`config.mk`:
```
export PLATFORM = sky130hd
export DESIGN_NAME = ctrl_pipe_cond_flat
export DESIGN_NICKNAME = d
export VERILOG_FILES = /design/src/rtl/ctrl_pipe_cond_if.sv /design/src/rtl/ctrl_pipe_cond.sv /design/src/flat_wrapper.sv
export SDC_FILE = /design/constraint.sdc
export NUM_CORES = 1
export LEC_CHECK = 0
export CAP_MARGIN = 25
export CORE_ASPECT_RATIO = 1.1
export CORE_UTILIZATION = 25
export CTS_BUF_LIST = sky130_fd_sc_hd__clkbuf_16
export DETAILED_ROUTE_END_ITERATION = 8
export PLACE_DENSITY = 0.5
export SLEW_MARGIN = 25
export SYNTH_ARGS = -nofsm -noshare
export SYNTH_HDL_FRONTEND = slang
export SYNTH_SLANG_ARGS = --single-unit
```
`constraint.sdc`:
```
create_clock -name clk -period 1.75 [get_ports clk]
set_input_delay 0.35 -clock clk [delete_from_list [all_inputs] [get_ports clk]]
set_output_delay 0.35 -clock clk [all_outputs]
set_load 0.005 [all_outputs]
```
`src/rtl/ctrl_pipe_cond_if.sv`:
```
// ---------------------------------------------------------------------------
// ctrl_pipe_cond_if
//   Bundle of signals between the core datapath/hazard unit and the
//   control-path pipeline ctrl_pipe_cond.
//
//   Optional build macro: CTRL_PIPE_PERF_EN adds SquashCnt / BranchCnt.
//
//   Signals
//     Decode side  : ValidD, CtrlD, RegWriteD, MemWriteD, PCSrcD, MemtoRegD,
//                    BranchD, FlagWriteD[1:0], CondD[3:0]
//     Execute side : ALUFlags[3:0] (NZCV from the ALU), StallE, FlushE
//     Outputs      : CtrlE, CondExE, BranchTakenE, FlagsE, RegWriteM,
//                    MemWriteM, PCSrcW, RegWriteW, MemtoRegW, CtrlW,
//                    ValidDbg[7:0] (bit0 = E valid, bit k = post stage k-1)
//
//   Flow semantics: there is no back-pressure from the pipeline. ValidD
//   qualifies the Decode payload and is captured into E on every cycle that
//   is neither stalled nor flushed. StallE holds E and sends a bubble
//   downstream; FlushE empties E and takes priority over StallE. An
//   instruction leaves E (and may commit) only on a cycle with StallE=0.
// ---------------------------------------------------------------------------
interface ctrl_pipe_cond_if #(
   parameter int CTRL_W = 8
);
   logic              ValidD;
   logic [CTRL_W-1:0] CtrlD;
   logic              RegWriteD;
   logic              MemWriteD;
   logic              PCSrcD;
   logic              MemtoRegD;
   logic              BranchD;
   logic [1:0]        FlagWriteD;
   logic [3:0]        CondD;
   logic [3:0]        ALUFlags;
   logic              StallE;
   logic              FlushE;

   logic [CTRL_W-1:0] CtrlE;
   logic              CondExE;
   logic              BranchTakenE;
   logic [3:0]        FlagsE;
   logic              RegWriteM;
   logic              MemWriteM;
   logic              PCSrcW;
   logic              RegWriteW;
   logic              MemtoRegW;
   logic [CTRL_W-1:0] CtrlW;
   logic [7:0]        ValidDbg;
`ifdef CTRL_PIPE_PERF_EN
   logic [31:0]       SquashCnt;
   logic [31:0]       BranchCnt;
`endif

`ifdef CTRL_PIPE_PERF_EN
   modport master (
      output ValidD, CtrlD, RegWriteD, MemWriteD, PCSrcD, MemtoRegD, BranchD,
             FlagWriteD, CondD, ALUFlags, StallE, FlushE,
      input  CtrlE, CondExE, BranchTakenE, FlagsE, RegWriteM, MemWriteM,
             PCSrcW, RegWriteW, MemtoRegW, CtrlW, ValidDbg, SquashCnt, BranchCnt
   );
   modport slave (
      input  ValidD, CtrlD, RegWriteD, MemWriteD, PCSrcD, MemtoRegD, BranchD,
             FlagWriteD, CondD, ALUFlags, StallE, FlushE,
      output CtrlE, CondExE, BranchTakenE, FlagsE, RegWriteM, MemWriteM,
             PCSrcW, RegWriteW, MemtoRegW, CtrlW, ValidDbg, SquashCnt, BranchCnt
   );
`else
   modport master (
      output ValidD, CtrlD, RegWriteD, MemWriteD, PCSrcD, MemtoRegD, BranchD,
             FlagWriteD, CondD, ALUFlags, StallE, FlushE,
      input  CtrlE, CondExE, BranchTakenE, FlagsE, RegWriteM, MemWriteM,
             PCSrcW, RegWriteW, MemtoRegW, CtrlW, ValidDbg
   );
   modport slave (
      input  ValidD, CtrlD, RegWriteD, MemWriteD, PCSrcD, MemtoRegD, BranchD,
             FlagWriteD, CondD, ALUFlags, StallE, FlushE,
      output CtrlE, CondExE, BranchTakenE, FlagsE, RegWriteM, MemWriteM,
             PCSrcW, RegWriteW, MemtoRegW, CtrlW, ValidDbg
   );
`endif
endinterface

```
`src/rtl/ctrl_pipe_cond.sv`:
```
// ---------------------------------------------------------------------------
// ctrl_pipe_cond
//   Control-path pipeline of the pipelined ARM core. Decoded control enters
//   the Execute register, is qualified by the ARM condition field against
//   the architectural NZCV register, and then shifts through POST_STAGES
//   unstallable registers (M .. W).
//
//   Optional build macro: CTRL_PIPE_PERF_EN (squash / taken-branch counters).
//
//   Parameters
//     CTRL_W      : width of the side-band control bundle (piped unmodified)
//     POST_STAGES : registers after Execute, legal range 2..6
//
//   Ports
//     clk   : rising-edge clock
//     reset : asynchronous active-low reset
//     bus   : ctrl_pipe_cond_if.slave (Decode inputs, Execute controls,
//             E/M/W outputs, stage valid debug vector)
// ---------------------------------------------------------------------------
module ctrl_pipe_cond #(
   parameter int CTRL_W      = 8,
   parameter int POST_STAGES = 2
) (
   input  logic            clk,
   input  logic            reset,
   ctrl_pipe_cond_if.slave bus
);

   typedef struct packed {
      logic              valid;
      logic [CTRL_W-1:0] ctrl;
      logic              reg_write;
      logic              mem_write;
      logic              pc_src;
      logic              mem_to_reg;
      logic              branch;
      logic [1:0]        flag_write;
      logic [3:0]        cond;
   } e_stage_t;

   e_stage_t e_q, e_d;
   logic [3:0] flags_q, flags_d;

   // Post-Execute stages: index 0 is M, index POST_STAGES-1 is W.
   logic [POST_STAGES-1:0] valid_q;
   logic [POST_STAGES-1:0] reg_write_q;
   logic [POST_STAGES-1:0] pc_src_q;
   logic [POST_STAGES-1:0] mem_to_reg_q;
   logic [CTRL_W-1:0]      ctrl_q [POST_STAGES];
   logic                   mem_write_m_q;

   logic              valid_m_d;
   logic              reg_write_m_d;
   logic              mem_write_m_d;
   logic              pc_src_m_d;
   logic              mem_to_reg_m_d;
   logic [CTRL_W-1:0] ctrl_m_d;

   logic cond_pass;
   logic cond_ex;
   logic exit_e;
   logic [7:0] valid_dbg;

   logic flag_n, flag_z, flag_c, flag_v;
   assign {flag_n, flag_z, flag_c, flag_v} = flags_q;

   always_comb begin : cond_decode
      cond_pass = 1'b0;
      case (e_q.cond)
         4'b0000: cond_pass = flag_z;
         4'b0001: cond_pass = ~flag_z;
         4'b0010: cond_pass = flag_c;
         4'b0011: cond_pass = ~flag_c;
         4'b0100: cond_pass = flag_n;
         4'b0101: cond_pass = ~flag_n;
         4'b0110: cond_pass = flag_v;
         4'b0111: cond_pass = ~flag_v;
         4'b1000: cond_pass = flag_c & ~flag_z;
         4'b1001: cond_pass = ~flag_c | flag_z;
         4'b1010: cond_pass = (flag_n == flag_v);
         4'b1011: cond_pass = (flag_n != flag_v);
         4'b1100: cond_pass = ~flag_z & (flag_n == flag_v);
         4'b1101: cond_pass = flag_z | (flag_n != flag_v);
         4'b1110: cond_pass = 1'b1;
         default: cond_pass = 1'b0;
      endcase
   end

   assign cond_ex = e_q.valid & cond_pass;
   // The instruction in E only leaves (and commits) on an unstalled cycle.
   assign exit_e  = ~bus.StallE;

   always_comb begin : e_next
      e_d = e_q;
      if (bus.FlushE) begin
         e_d = '0;
      end else if (!bus.StallE) begin
         e_d.valid      = bus.ValidD;
         e_d.ctrl       = bus.CtrlD;
         e_d.reg_write  = bus.RegWriteD;
         e_d.mem_write  = bus.MemWriteD;
         e_d.pc_src     = bus.PCSrcD;
         e_d.mem_to_reg = bus.MemtoRegD;
         e_d.branch     = bus.BranchD;
         e_d.flag_write = bus.FlagWriteD;
         e_d.cond       = bus.CondD;
      end
   end

   // A stalled E sends an all-zero bubble into M so the held instruction
   // commits once, on its final unstalled cycle.
   always_comb begin : m_next
      valid_m_d      = 1'b0;
      reg_write_m_d  = 1'b0;
      mem_write_m_d  = 1'b0;
      pc_src_m_d     = 1'b0;
      mem_to_reg_m_d = 1'b0;
      ctrl_m_d       = '0;
      if (exit_e) begin
         valid_m_d      = e_q.valid;
         reg_write_m_d  = e_q.reg_write & cond_ex;
         mem_write_m_d  = e_q.mem_write & cond_ex;
         pc_src_m_d     = e_q.pc_src & cond_ex;
         mem_to_reg_m_d = e_q.mem_to_reg;
         ctrl_m_d       = e_q.ctrl;
      end
   end

   always_comb begin : flags_next
      flags_d = flags_q;
      if (cond_ex && exit_e) begin
         if (e_q.flag_write[1]) flags_d[3:2] = bus.ALUFlags[3:2];
         if (e_q.flag_write[0]) flags_d[1:0] = bus.ALUFlags[1:0];
      end
   end

   always_ff @(posedge clk or negedge reset) begin
      if (!reset) begin
         e_q           <= '0;
         flags_q       <= '0;
         valid_q       <= '0;
         reg_write_q   <= '0;
         pc_src_q      <= '0;
         mem_to_reg_q  <= '0;
         mem_write_m_q <= 1'b0;
         for (int i = 0; i < POST_STAGES; i++) ctrl_q[i] <= '0;
      end else begin
         e_q           <= e_d;
         flags_q       <= flags_d;
         valid_q       <= {valid_q[POST_STAGES-2:0], valid_m_d};
         reg_write_q   <= {reg_write_q[POST_STAGES-2:0], reg_write_m_d};
         pc_src_q      <= {pc_src_q[POST_STAGES-2:0], pc_src_m_d};
         mem_to_reg_q  <= {mem_to_reg_q[POST_STAGES-2:0], mem_to_reg_m_d};
         mem_write_m_q <= mem_write_m_d;
         ctrl_q[0]     <= ctrl_m_d;
         for (int i = 1; i < POST_STAGES; i++) ctrl_q[i] <= ctrl_q[i-1];
      end
   end

   always_comb begin : dbg_pack
      valid_dbg    = '0;
      valid_dbg[0] = e_q.valid;
      for (int i = 0; i < POST_STAGES; i++) valid_dbg[i+1] = valid_q[i];
   end

   assign bus.CtrlE        = e_q.ctrl;
   assign bus.CondExE      = cond_ex;
   assign bus.BranchTakenE = e_q.branch & cond_ex;
   assign bus.FlagsE       = flags_q;
   assign bus.RegWriteM    = reg_write_q[0];
   assign bus.MemWriteM    = mem_write_m_q;
   assign bus.PCSrcW       = pc_src_q[POST_STAGES-1];
   assign bus.RegWriteW    = reg_write_q[POST_STAGES-1];
   assign bus.MemtoRegW    = mem_to_reg_q[POST_STAGES-1];
   assign bus.CtrlW        = ctrl_q[POST_STAGES-1];
   assign bus.ValidDbg     = valid_dbg;

`ifdef CTRL_PIPE_PERF_EN
   logic [31:0] squash_cnt_q, squash_cnt_d;
   logic [31:0] branch_cnt_q, branch_cnt_d;

   // Counted at unstalled exit so a held instruction is counted once.
   always_comb begin : perf_next
      squash_cnt_d = squash_cnt_q;
      branch_cnt_d = branch_cnt_q;
      if (exit_e && e_q.valid && !cond_pass && (squash_cnt_q != 32'hFFFF_FFFF))
         squash_cnt_d = squash_cnt_q + 32'd1;
      if (exit_e && e_q.branch && cond_ex && (branch_cnt_q != 32'hFFFF_FFFF))
         branch_cnt_d = branch_cnt_q + 32'd1;
   end

   always_ff @(posedge clk or negedge reset) begin
      if (!reset) begin
         squash_cnt_q <= '0;
         branch_cnt_q <= '0;
      end else begin
         squash_cnt_q <= squash_cnt_d;
         branch_cnt_q <= branch_cnt_d;
      end
   end

   assign bus.SquashCnt = squash_cnt_q;
   assign bus.BranchCnt = branch_cnt_q;
`endif

endmodule

```
`src/flat_wrapper.sv`:
```
// flat-port wrapper written by rule: the top's interface ports become plain ports
module ctrl_pipe_cond_flat 
#(
   parameter int CTRL_W      = 8,
   parameter int POST_STAGES = 2
)
  (clk, reset, bus_ValidD, bus_CtrlD, bus_RegWriteD, bus_MemWriteD, bus_PCSrcD, bus_MemtoRegD, bus_BranchD, bus_FlagWriteD, bus_CondD, bus_ALUFlags, bus_StallE, bus_FlushE, bus_CtrlE, bus_CondExE, bus_BranchTakenE, bus_FlagsE, bus_RegWriteM, bus_MemWriteM, bus_PCSrcW, bus_RegWriteW, bus_MemtoRegW, bus_CtrlW, bus_ValidDbg);
  ctrl_pipe_cond_if #(.CTRL_W(CTRL_W)) bus_i ();
  input  logic clk;
  input  logic reset;
  input wire logic [$bits(bus_i.ValidD)-1:0] bus_ValidD;
  input wire logic [$bits(bus_i.CtrlD)-1:0] bus_CtrlD;
  input wire logic [$bits(bus_i.RegWriteD)-1:0] bus_RegWriteD;
  input wire logic [$bits(bus_i.MemWriteD)-1:0] bus_MemWriteD;
  input wire logic [$bits(bus_i.PCSrcD)-1:0] bus_PCSrcD;
  input wire logic [$bits(bus_i.MemtoRegD)-1:0] bus_MemtoRegD;
  input wire logic [$bits(bus_i.BranchD)-1:0] bus_BranchD;
  input wire logic [$bits(bus_i.FlagWriteD)-1:0] bus_FlagWriteD;
  input wire logic [$bits(bus_i.CondD)-1:0] bus_CondD;
  input wire logic [$bits(bus_i.ALUFlags)-1:0] bus_ALUFlags;
  input wire logic [$bits(bus_i.StallE)-1:0] bus_StallE;
  input wire logic [$bits(bus_i.FlushE)-1:0] bus_FlushE;
  output wire logic [$bits(bus_i.CtrlE)-1:0] bus_CtrlE;
  output wire logic [$bits(bus_i.CondExE)-1:0] bus_CondExE;
  output wire logic [$bits(bus_i.BranchTakenE)-1:0] bus_BranchTakenE;
  output wire logic [$bits(bus_i.FlagsE)-1:0] bus_FlagsE;
  output wire logic [$bits(bus_i.RegWriteM)-1:0] bus_RegWriteM;
  output wire logic [$bits(bus_i.MemWriteM)-1:0] bus_MemWriteM;
  output wire logic [$bits(bus_i.PCSrcW)-1:0] bus_PCSrcW;
  output wire logic [$bits(bus_i.RegWriteW)-1:0] bus_RegWriteW;
  output wire logic [$bits(bus_i.MemtoRegW)-1:0] bus_MemtoRegW;
  output wire logic [$bits(bus_i.CtrlW)-1:0] bus_CtrlW;
  output wire logic [$bits(bus_i.ValidDbg)-1:0] bus_ValidDbg;
  assign bus_i.ValidD = bus_ValidD;
  assign bus_i.CtrlD = bus_CtrlD;
  assign bus_i.RegWriteD = bus_RegWriteD;
  assign bus_i.MemWriteD = bus_MemWriteD;
  assign bus_i.PCSrcD = bus_PCSrcD;
  assign bus_i.MemtoRegD = bus_MemtoRegD;
  assign bus_i.BranchD = bus_BranchD;
  assign bus_i.FlagWriteD = bus_FlagWriteD;
  assign bus_i.CondD = bus_CondD;
  assign bus_i.ALUFlags = bus_ALUFlags;
  assign bus_i.StallE = bus_StallE;
  assign bus_i.FlushE = bus_FlushE;
  assign bus_CtrlE = bus_i.CtrlE;
  assign bus_CondExE = bus_i.CondExE;
  assign bus_BranchTakenE = bus_i.BranchTakenE;
  assign bus_FlagsE = bus_i.FlagsE;
  assign bus_RegWriteM = bus_i.RegWriteM;
  assign bus_MemWriteM = bus_i.MemWriteM;
  assign bus_PCSrcW = bus_i.PCSrcW;
  assign bus_RegWriteW = bus_i.RegWriteW;
  assign bus_MemtoRegW = bus_i.MemtoRegW;
  assign bus_CtrlW = bus_i.CtrlW;
  assign bus_ValidDbg = bus_i.ValidDbg;
  ctrl_pipe_cond #(.CTRL_W(CTRL_W), .POST_STAGES(POST_STAGES)) u_core (.clk(clk), .reset(reset), .bus(bus_i));
endmodule
```
* Word level (Yosys, flattened, before mapping) *
Cells that the tools add are included.
W data, S select, Z words.

storage, ports and cells
  input port bits = 28
  register bits = 49
  logic and storage cells = 62
  output and inout port bits = 35

cells by class
  eq/ne operators = 17
  reductions and logical operators = 4
  bitwise operators = 14
  muxes and demuxes = 9

operator list
  operator              number
  $mux W20              2
  $eq A4 B4 Y1 const B  7
  $eq A4 B3 Y1 const B  4
  $pmux W1 S15          1
  $eq A4 B2 Y1 const B  2
  $mux W8               1
  $and A1 B1 Y1         7
  $mux W1               5
  $not A1 Y1            5
  $eq A4 B1 Y1 const B  1
  $logic_not A4 Y1      1
  $reduce_and A2 Y1     2
  $ne A2 B1 Y1 const B  1
  $or A1 B1 Y1          2
  $eq A1 B1 Y1          1
  $logic_and A1 B1 Y1   1
  $ne A1 B1 Y1          1

* Logic depth before layout (Yosys ltp) *
  depth in word-level cells = 6
  depth in mapped cells = 7
  gate-level depth less buffers = 6

* Least setup slack after synthesis *
No wires, ideal clock.

  path kind = reg2out
  start point = register u_core.flags_q[3], in the netlist u_core.bus.FlagsE[3]
  end point = output port bus_BranchTakenE
  cell stages (with the launch flop) = 7
  arrival = 1600 ps
  path buffers = 0
  data required time = 1400 ps
  setup slack = -200 ps
  path through = dfrtp_1 -> xnor2_1 -> o32ai_1 -> o311ai_1 -> nand4_2 -> nor2b_1 -> and2_1

on the way
  longest elaborated chain between the ends = 5
  elaborated cells on any way between the ends = 8
  those cells by class = eq/ne (2); mux (1); bitwise (5)

ends and longest elaborated chain
  element                                        line                                        text
  start: declaration                             ctrl_pipe_cond.sv:42                        logic [3:0] flags_q, flags_d;
  start signal: assignment                       ctrl_pipe_cond.sv:149                       flags_q <= flags_d;
  $ne A1 B1 Y1 or $eq A1 B1 Y1 (tied branches)   --
  $or A1 B1 Y1 or $and A1 B1 Y1 (tied branches)  ctrl_pipe_cond.sv:83, ctrl_pipe_cond.sv:82
  $pmux W1 S15 (*)                               ctrl_pipe_cond.sv:69                        case (e_q.cond)
  $and A1 B1 Y1 (*)                              ctrl_pipe_cond.sv:89                        assign cond_ex = e_q.valid & cond_pass;
  named net bus_CondExE                          flat_wrapper.sv:24                          output wire logic [$bits(bus_i.CondExE)-1:0] bus_CondExE;
  $and A1 B1 Y1 (*)                              ctrl_pipe_cond.sv:168                       assign bus.BranchTakenE = e_q.branch & cond_ex;
  end: declaration                               flat_wrapper.sv:25                          output wire logic [$bits(bus_i.BranchTakenE)-1:0] bus_BranchTakenE;

Mark *: on every way through the listed nets, which the timed path passes. The rest lies on a longest branch.

* Final worst setup path *
  start point = register u_core.flags_q[0], in the netlist u_core.bus.FlagsE[0]
  end point = output port bus_BranchTakenE

on the way
  longest elaborated chain between the ends = 5
  elaborated cells on any way between the ends = 8
  those cells by class = eq/ne (2); mux (1); bitwise (5)

ends and longest elaborated chain
  element                                        line
  $ne A1 B1 Y1 or $eq A1 B1 Y1 (tied branches)   --
  $or A1 B1 Y1 or $and A1 B1 Y1 (tied branches)  ctrl_pipe_cond.sv:83, ctrl_pipe_cond.sv:82
  $pmux W1 S15 (*)                               ctrl_pipe_cond.sv:69
  $and A1 B1 Y1 (*)                              ctrl_pipe_cond.sv:89
  $and A1 B1 Y1 (*)                              ctrl_pipe_cond.sv:168

Every way passes the cells marked *; elsewhere a longest branch is shown, timed or not.

==> results by group <==
Run status
  – Status: complete, but fails checks
  – Failing checks: negative setup slack

Drt
  – Drt first pass iters: 4
  – Via count: 1356
  – Residual DRC: 0
  – Routed WL: 4139 um
  – Vias per inst: 4.036
  – DRT iter0 DRCs: 26
  – Antenna viol nets, final: 0
  – Routed WL per cell: 12.32 um

Timing
  – Final hold violations: 0
  – Post-Route Skew: 0.005140 ns
  – Tcrit/Tclk final: 129.7%
  – RSZ-0062 raised after global routing: true
  – Peak Freq: 0.4406 GHz
  – Min Tclk post-route: 2.270 ns
  – Setup violators final: 9
  – Fin Setup TNS: -2.305 ns
  – Setup WS post-layout: -0.5196 ns
  – Max Slew Vio Count: 0

Die
  – # rows: 34
  – Die height: 96.99 um
  – Core ar.: 7913 sq um
  – Total die area: 8570 sq um
  – Initial Utilization: 25.92%
  – I/O pins: 63
  – Die Wd: 88.36 um

Global routing
  – Largest net degree at the start of global routing: 30
  – First-pass GRT wire length: 6734 um
  – Vias in the first global route: 1363
  – Total track usage: 10.40%
  – GRT overflow: 0
  – Initial antenna violation count: 0

Place
  – Post-DP Area: 2729 sq um
  – Post-DP HPWL: 2901 um
  – Pre-CTS WS: -0.6112 ns
  – RePlAce Congestion: 0.7064
  – I/O Buffers: 57

Clock network
  – TritonCTS Buffers: 5
  – TritonCTS clock tree: yes
  – Post-cts hold buffer count: 0
  – Longest Clk Path Bufs: 2
  – Clk_lat worst skew: 0.28 ns
  – Root Driver: clkbuf_16
  – Clock sinks: 49
  – Clk pin slew, worst setup/hold paths: 0.06 ns
  – CTS H-tree depth: 2

Power
  – Worst VDD drop: 0.3696 mV
  – Net Switching: 0.5649 mW
  – Switch share: 22.74%
  – Cell Int Power: 1.919 mW
  – Comb pwr share: 14.3%
  – Sequential Power Share: 49.2%
  – Leakage: 1.382 nW
  – Clock power frac: 36.4%
  – Power Dens Cells: 835.2 nW/um^2

Layout
  – Cell area after layout: 2974 sq um
  – Share of cells above drive strength 1: 23.68%
  – Area growth from synthesis to layout: 45.03%
  – # diodes: 0
  – Final net count: 255
  – Final core area utilization: 37.59%

Worst setup path
  – CP max stage delay: 0.45 ns
  – Startpoint types: flop
  – Reg2reg path depth: 8
  – Crit Path Category: reg -> out
  – WP depth: 7
  – R2R Setup Slk: -0.30 ns
  – RR Startpoint: u_core.bus.FlagsE[0]$_DFFE_PN0P_
  – Crit path buf inv count: 1
  – Crit-path slowest cell: dfrtp_2
  – Crit path max-delay family: flip-flops
  – Worst path cell trace: xnor2_4 > o32ai_2 > o311ai_2 > nand4_2 > nor2b_4 > and2_4 > buf_6
  – Crit. End Element: output pin
  – Critical R2R Capture: u_core.bus.FlagsE[0]$_DFFE_PN0P_
  – Critical path arrival: 1.92 ns
  – CP max FO: 4
  – Required time worst endpoint: 1.40 ns

Yosys
  – Sequential-to-total area share from yosys stat: 59.79%
  – Mapped Area: 2051 sq um
  – Top cells by area, synth: dfrtp_1, mux2i_1, buf_4
  – Netlist cell types: 29
  – Synth Register Bits: 49
  – Post-synth EDFFs: 0
  – YS warnings: 0
  – Async SR Flop Fraction: 100.0%
  – Avg Cell Area, Syn: 12.21 sq um
  – Share of the synthesized area in the top cell type: 59.79%
  – Cells after synthesis: 168
  – Synth Flop Type: dfrtp_1
  – Cell taking the most area after synthesis: dfrtp_1

Flow run
  – MaxCap Viol Count: 0

Min path
  – Hold crit path type: in -> async
[cell usage after synthesis (2+ instances only)]
master	n
xnor2_1	2
and2_1	2
buf_1	2
mux2_1	4
or3_1	2
o31ai_1	3
nor2b_1	12
inv_1	2
nand3_2	2
buf_4	22
clkbuf_1	4
buf_2	2
nor2_1	21
mux2i_1	21
nand2_1	2
dfrtp_1	49
and3_1	4
[cell usage in the layout, fill, tap and decap left out, types with 2 or more instances in the layout]
cell type / instances
buf_4: 21
o31ai_1: 2
nand2_1: 2
or3_1: 2
dfrtp_2: 5
clkbuf_16: 5
nor2b_1: 11
nor2_1: 20
inv_1: 3
clkdlybuf4s50_1: 52
and3_1: 4
mux2_4: 4
dfrtp_1: 44
conb_1: 5
buf_2: 3
mux2i_1: 21
nand3_4: 2
[through the flow]
step / cells / power (mW) / hold slack [ns]
2_1_floorplan: 172 / 1.396 / 0.05441
3_3_place_gp: 324 / 1.566 / 0.3321
3_5_place_dp: 324 / 1.570 / 0.3347
4_1_cts: 334 / 2.517 / 0.04216
5_1_grt: 336 / 2.615 / 0.06373
6_report: 336 / 2.484 / 0.02823
[cells by family (layout without fill, tap and decap cells)]
logic type,after synthesis,count (layout),share of synthesized area [%]
xor gates and xnor gates,2,2,0.8543
DFF,49,49,59.79
other,1,5,0.1829
muxes,25,25,12.45
buffers and inverters,33,89,10.56
and+or+nand+nor,51,51,13.55
AOI/OAI and AO/OA,7,7,2.623
[cell type report]
| type | instances | area, sq um |
|---|---|---|
| fillers | 823 | 4938 |
| flip-flops and latches | 49 | 1232 |
| repair buffers | 79 | 733.2 |
| multi-input cells | 90 | 725.7 |
| well taps | 108 | 135.1 |
| clock buffers | 5 | 125.1 |
| clock inverters | 3 | 15.01 |
| inverters | 2 | 7.507 |
[power groups by stage]
stage,Clock (mW),Combinational (mW),Sequential [mW]
6_report,0.905,0.356,1.22
3_5_place_dp,0,0.332,1.24
4_1_cts,0.945,0.351,1.22
3_3_place_gp,0,0.329,1.24
5_1_grt,0.992,0.393,1.23
2_1_floorplan,0,0.166,1.23
[what timing repair did]
| action | 4_1_cts | 5_1_grt |
|---|---|---|
| buffers inserted | 2 | 2 |
| resized for setup | 22 | 8 |
| endpoints found under the setup margin | 6 | 9 |
| pin swaps | 5 | 5 |
[routing by layer]
| layer | vias to the layer above | wire (um) | GRT usage, % |
|---|---|---|---|
| met5 | - | 0 | 0 |
| met1 | 646 | 1772 | 13.03 |
| li1 | 651 | - | - |
| met4 | 0 | 71 | 3.846 |
| met3 | 9 | 223 | 2.901 |
| met2 | 50 | 2071 | 16.80 |
[flip-flops by register name (all words and copies together), names as in the netlist]
register              flops
u_core.ctrl_q             8
u_core.reg_write_q        2
u_core.bus.CtrlW          8
u_core.bus.MemWriteM      1
u_core.bus.ValidDbg       1
u_core.mem_to_reg_q       2
u_core.bus.CtrlE          8
u_core.e_q               11
u_core.bus.FlagsE         4
u_core.pc_src_q           2
u_core.valid_q            2
[worst max-delay path by stage]
stage / from / end
CTS: u_core.bus.FlagsE[0]$_DFFE_PN0P_ / bus_BranchTakenE
floorplan: u_core.bus.FlagsE[0]$_DFFE_PN0P_ / bus_BranchTakenE
global placement: u_core.e_q[2]$_DFFE_PN0P_ / bus_BranchTakenE
global route: u_core.bus.FlagsE[0]$_DFFE_PN0P_ / bus_BranchTakenE
finish: u_core.bus.FlagsE[0]$_DFFE_PN0P_ / bus_BranchTakenE
detailed placement: u_core.e_q[2]$_DFFE_PN0P_ / bus_BranchTakenE
No activity file was read; power rests on OpenSTA's default activity.
